### config.mk
export PLATFORM = sky130hd
export DESIGN_NAME = branch_resolve_unit
export DESIGN_NICKNAME = d
export VERILOG_FILES = /design/src/rtl/branch_resolve_unit_pkg.sv /design/src/rtl/branch_compare_core.sv /design/src/rtl/branch_resolve_unit.sv
export SDC_FILE = /design/constraint.sdc
export NUM_CORES = 1
export LEC_CHECK = 0
export BUFFER_PORTS_ARGS = -buffer_cell sky130_fd_sc_hd__buf_2
export CAP_MARGIN = 25
export CORE_ASPECT_RATIO = 1.4
export CORE_MARGIN = 2
export CORE_UTILIZATION = 30
export DETAILED_ROUTE_END_ITERATION = 10
export PLACE_DENSITY = 0.58
export SYNTH_ARGS = -nofsm -noshare
export SYNTH_HDL_FRONTEND = slang
export SYNTH_HIERARCHICAL = 1
export SYNTH_SLANG_ARGS = --single-unit
### constraint.sdc
create_clock -name clock -period 7.2 [get_ports clock]
set_input_delay 0.36 -clock clock [delete_from_list [all_inputs] [get_ports clock]]
set_output_delay 0.36 -clock clock [all_outputs]
set_load 0.01 [all_outputs]
### src/rtl/branch_resolve_unit_pkg.sv
// Shared definitions for the branch resolve unit: compare op encodings,
// the flush FSM state type and reserved-op detection.
package branch_resolve_unit_pkg;

   localparam logic [2:0] OP_BEQ  = 3'b000;
   localparam logic [2:0] OP_BNE  = 3'b001;
   localparam logic [2:0] OP_BLT  = 3'b010;
   localparam logic [2:0] OP_BGE  = 3'b011;
   localparam logic [2:0] OP_BLTU = 3'b100;
   localparam logic [2:0] OP_BGEU = 3'b101;

   // Both reserved encodings (110, 111) have the two upper bits set.
   localparam logic [2:0] OP_RSVD_MASK = 3'b110;

   typedef enum logic {
      ST_IDLE  = 1'b0,
      ST_FLUSH = 1'b1
   } state_e;

   function automatic logic is_reserved_op(input logic [2:0] op);
      return (op & OP_RSVD_MASK) == OP_RSVD_MASK;
   endfunction

endpackage

### src/rtl/branch_compare_core.sv
// Combinational branch condition evaluator for any operand width; also
// usable as the set-less-than path of an ALU.
module branch_compare_core
   import branch_resolve_unit_pkg::*;
#(
   parameter int WIDTH = 32
) (
   input  logic [2:0]       i_op,
   input  logic [WIDTH-1:0] i_a,
   input  logic [WIDTH-1:0] i_b,
   output logic             o_cond
);

   logic [WIDTH:0] w_diff;
   logic           w_eq;
   logic           w_ult;
   logic           w_slt;

   assign w_diff = {1'b0, i_a} - {1'b0, i_b};
   assign w_eq   = (i_a == i_b);
   assign w_ult  = w_diff[WIDTH];
   // Differing signs decide by the sign of A alone, so no overflow case exists.
   assign w_slt  = (i_a[WIDTH-1] != i_b[WIDTH-1]) ? i_a[WIDTH-1] : w_diff[WIDTH-1];

   always_comb begin
      o_cond = 1'b0;
      if (!is_reserved_op(i_op)) begin
         case (i_op)
            OP_BEQ:  o_cond = w_eq;
            OP_BNE:  o_cond = ~w_eq;
            OP_BLT:  o_cond = w_slt;
            OP_BGE:  o_cond = ~w_slt;
            OP_BLTU: o_cond = w_ult;
            OP_BGEU: o_cond = ~w_ult;
            default: o_cond = 1'b0;
         endcase
      end
   end

endmodule

### src/rtl/branch_resolve_unit.sv
// Resolves a branch one cycle after acceptance, checks it against the prediction
// and holds flush for FLUSH_CYCLES on a mispredict. Optional counters: BRANCH_RESOLVE_STATS_EN.
module branch_resolve_unit
   import branch_resolve_unit_pkg::*;
#(
   parameter int WIDTH        = 32,
   parameter int PC_WIDTH     = 32,
   parameter int FLUSH_CYCLES = 2
) (
   input  logic                clock,
   input  logic                reset,
   input  logic                in_valid,
   output logic                in_ready,
   input  logic [2:0]          op,
   input  logic [WIDTH-1:0]    in_A,
   input  logic [WIDTH-1:0]    in_B,
   input  logic [PC_WIDTH-1:0] pc,
   input  logic [PC_WIDTH-1:0] offset,
   input  logic                pred_taken,
   output logic                out_valid,
   output logic                taken,
   output logic [PC_WIDTH-1:0] target,
   output logic                mispredict,
   output logic                flush
`ifdef BRANCH_RESOLVE_STATS_EN
   ,
   output logic [31:0]         stat_branches,
   output logic [31:0]         stat_mispredicts
`endif
);

   localparam int CNT_W = (FLUSH_CYCLES > 1) ? $clog2(FLUSH_CYCLES) : 1;
   localparam logic [CNT_W-1:0] CNT_LOAD = CNT_W'(FLUSH_CYCLES - 1);

   state_e              r_state;
   state_e              w_state_nxt;
   logic [CNT_W-1:0]    r_cnt;
   logic [CNT_W-1:0]    w_cnt_nxt;

   logic                w_cond;
   logic                w_accept;
   logic                w_mis_nxt;
   logic [PC_WIDTH-1:0] w_target_nxt;

   logic                r_out_valid;
   logic                r_taken;
   logic                r_mispredict;
   logic [PC_WIDTH-1:0] r_target;

   branch_compare_core #(
      .WIDTH (WIDTH)
   ) u_compare (
      .i_op   (op),
      .i_a    (in_A),
      .i_b    (in_B),
      .o_cond (w_cond)
   );

   assign in_ready     = ~reset & (r_state == ST_IDLE);
   assign w_accept     = in_valid & in_ready;
   assign w_mis_nxt    = w_cond ^ pred_taken;
   assign w_target_nxt = pc + PC_WIDTH'(1) + (w_cond ? offset : '0);

   always_comb begin
      w_state_nxt = r_state;
      w_cnt_nxt   = r_cnt;
      case (r_state)
         ST_IDLE: begin
            if (w_accept && w_mis_nxt) begin
               w_state_nxt = ST_FLUSH;
               w_cnt_nxt   = CNT_LOAD;
            end
         end
         ST_FLUSH: begin
            if (r_cnt == '0) begin
               w_state_nxt = ST_IDLE;
            end else begin
               w_cnt_nxt = r_cnt - CNT_W'(1);
            end
         end
         default: begin
            w_state_nxt = ST_IDLE;
            w_cnt_nxt   = '0;
         end
      endcase
   end

   always_ff @(posedge clock) begin
      if (reset) begin
         r_state <= ST_IDLE;
         r_cnt   <= '0;
      end else begin
         r_state <= w_state_nxt;
         r_cnt   <= w_cnt_nxt;
      end
   end

   // taken/target keep their last values between pulses; mispredict never outlives out_valid.
   always_ff @(posedge clock) begin
      if (reset) begin
         r_out_valid  <= 1'b0;
         r_taken      <= 1'b0;
         r_target     <= '0;
         r_mispredict <= 1'b0;
      end else begin
         r_out_valid  <= w_accept;
         r_mispredict <= w_accept & w_mis_nxt;
         if (w_accept) begin
            r_taken  <= w_cond;
            r_target <= w_target_nxt;
         end
      end
   end

   assign out_valid  = r_out_valid;
   assign taken      = r_taken;
   assign target     = r_target;
   assign mispredict = r_mispredict;
   assign flush      = (r_state == ST_FLUSH);

`ifdef BRANCH_RESOLVE_STATS_EN
   logic [31:0] r_stat_br;
   logic [31:0] r_stat_mis;

   // Counted on the accepting edge so the totals move together with out_valid.
   always_ff @(posedge clock) begin
      if (reset) begin
         r_stat_br  <= '0;
         r_stat_mis <= '0;
      end else begin
         if (w_accept && (r_stat_br != '1)) begin
            r_stat_br <= r_stat_br + 32'd1;
         end
         if (w_accept && w_mis_nxt && (r_stat_mis != '1)) begin
            r_stat_mis <= r_stat_mis + 32'd1;
         end
      end
   end

   assign stat_branches    = r_stat_br;
   assign stat_mispredicts = r_stat_mis;
`endif

endmodule

==> results.cfg <==
[yosys]
yosys_warnings = 6
synth.area.top_cells = ha_1, dfxtp_1, nand3b_1, a21oi_1, o21ai_0
synth_nets = 741
synth_top_area_frac = 0.1884
synth_cells = 541
synth_top_area_cell = ha_1
syn_area_um2 = 4184
ys_types = 54
synth-seq-area-share = 0.1770
ys_async_sr_fraction = 0
synth_seq_cells = 37
syn_area_per_cell_um2 = 7.734
synth_flop_cell = dfxtp_1
synth_enable_flop_cells = 0

[clock_tree]
hold_buffers = 0
clockBufferDepth = 2
cts_buffers = 5
cts.htree.levels = 2
cts_resized = 0
clkLatencyLatePin_ns = 0.28
cts_tree = built
cts_sinks = 37
clkTransAtPathRegs_ns = 0.06
cts_setup_buffers = 0
clockRootBuffer = clkbuf_16

[detailed_routing]
wl_um = 11910
viasPerCell = 4.806
drc = 0
dr.pass1.iters = 4
first_iter_violations = 116
drtAntennaViolNets = 0
wl_per_cell_um = 13.43
dr_total_vias = 4263

[final_layout]
final_common_cell = buf_2
area.growth.synth_to_final_pct = 27.90
regArea_um2 = 740.7
layout_common_cells = buf_2, ha_1, o21ai_0, a21oi_1, inv_1
diodes = 0
fin_cells = 887
multi_input_area_um2 = 3204
nets = 901
fill_cells = 1514
finalInstanceArea_um2 = 5351
drive_gt1_frac = 0.2778

[place]
io_buffers = 171
dp_cells = 879
hpwl_um = 9986
placed_area_um2 = 5209
finalWeightedCongestion = 0.8399

[floorplan]
start_util = 0.3036
io_pins = 172
die_area_um2 = 14920
die_h_um = 143.7
coreArea_um2 = 13780
fp.dieW_um = 103.8
std_cell_rows = 51

[worst_hold_path]
min_path_type = input port to register

[sta]
fmax_mhz = 180.3
setup_tns_ns = 0
slew_viol_final = 0
report.final.hold_viol_count = 0
max_slew_margin = 0.3457
min_period_ns = 5.548
rsz0062_at_grt = false
worst_pin_slew_ns = 0.9780
fin_skew_ns = 0.005452
setup_violations = 0
period_share = 0.7705

[global_route]
grt_max_degree = 61
grt_overflow = 0
grt_pass1_wl_um = 19550
gr-usage-all-layers = 0.1573
grt_pass1_vias = 4283
antenna_found_initial = 3

[worst_setup_path]
start_kind = input port
worstPathMaxFanout = 15
worstPathArrival_ns = 5.68
critPathRequiredTime_ns = 7.34
worstSetupPathType = input port to register
cp-end-kind = register

[pwr]
vdd_drop_max_uv = 126.9
powerDensity_nw_per_um2 = 153.2
p_leak_nw = 2.797

[status]
outcome = finished, final reports clean

[flow_run]
cap_violations = 0
-- cell families (layout without fill, tap and decap cells) --
logic type / count (synthesis) / count (layout) / share of synthesized area
muxes: 1 / 1 / 0.003587
and+or+nand+nor: 176 / 176 / 0.2446
buffers and inverters: 64 / 225 / 0.05771
DFF: 37 / 37 / 0.1770
AOI/OAI and AO/OA: 168 / 168 / 0.2563
adders and majority gates: 65 / 65 / 0.1980
xor gates and xnor gates: 30 / 30 / 0.06280
-- critical path, cell delays in order --
cell      delay [ns]
buf_2           0.10
ha_1            0.34
nand3_2         0.13
nor4_4          0.37
o211ai_1        0.14
o21a_1          0.19
fa_1            0.37
a22oi_2         0.21
mux2_4          0.31
or3_1           0.56
nand2_1         0.13
ha_1            0.17
inv_1           0.06
fa_1            0.41
a21o_1          0.24
a221oi_4        0.32
o21ai_2         0.12
a21oi_2         0.20
a31oi_2         0.16
a31o_2          0.30
a221oi_2        0.25
xor2_1          0.17
o21ai_1         0.06
-- worst paths after layout --
path	to	slack, ns	startpoint	cells after the start
max	target[28]	1.65	in_A[30]	23
min reg2reg	target[1]	0.47	target[1]	2
min	mispredict	0.38	pred_taken	3
max reg2reg	target[5]	5.06	flush	5
-- flip-flops by register name, summed over array words and instances (netlist names) --
name	cells
target	32
flush	1
taken	1
out_valid	1
r_cnt	1
mispredict	1
-- final cells by class --
| class | instances | area share |
|---|---|---|
| clock buffers | 5 | 0.02338 |
| clock inverters | 3 | 0.003273 |
| repair buffers | 172 | 0.1613 |
| flip-flops and latches | 37 | 0.1384 |
| inverters | 45 | 0.03156 |
| well taps | 185 | 0.04325 |
| multi-input cells | 440 | 0.5988 |
-- through the flow --
step / setup WS, ns / total power, mW / util / hold slack [ns]
finish: 1.653 / 0.8199 / 0.3883 / 0.3792
global placement: 1.409 / 0.6136 / 0.3779 / 0.4372
floorplan: 1.863 / 0.4927 / - / 0.4268
detailed placement: 1.276 / 0.6154 / 0.3779 / 0.4606
global route: 1.191 / 0.8855 / 0.3883 / 0.4259
CTS: 1.551 / 0.8306 / 0.3883 / 0.3736
-- layer usage --
layer  routed length [µm]  track usage  vias up
met5                   13            0        -
met2                 6088       0.3102      144
met3                  973      0.04444       13
met4                  121      0.02987        2
met1                 4715       0.1663     1859
li1                     -            -     2245
-- cell usage after synthesis, drive strengths merged, types with 3 or more instances --
cell / n
a31oi: 8
o21bai: 3
ha: 63
o21a: 7
a221oi: 3
xor2: 13
nand2b: 10
inv: 44
a21oi: 45
a21o: 23
nor2: 26
nor4: 3
nand3: 12
nand3b: 30
a211o: 3
and3: 4
nand2: 34
clkbuf: 19
dfxtp: 37
nand4: 7
nor2b: 4
o21ai: 52
o211ai: 5
xnor2: 17
and2: 32
nor3: 6
a211oi: 5
-- report_power, final --
group	leakage, nW	switching (mW)	total, mW	internal, mW
Combinational	2.42	0.197	0.362	0.165
Clock	0.0696	0.0848	0.212	0.127
Sequential	0.306	0.0140	0.247	0.233
Total	2.80	0.296	0.820	0.524
Note: power is estimated with default switching activity, not from simulation.
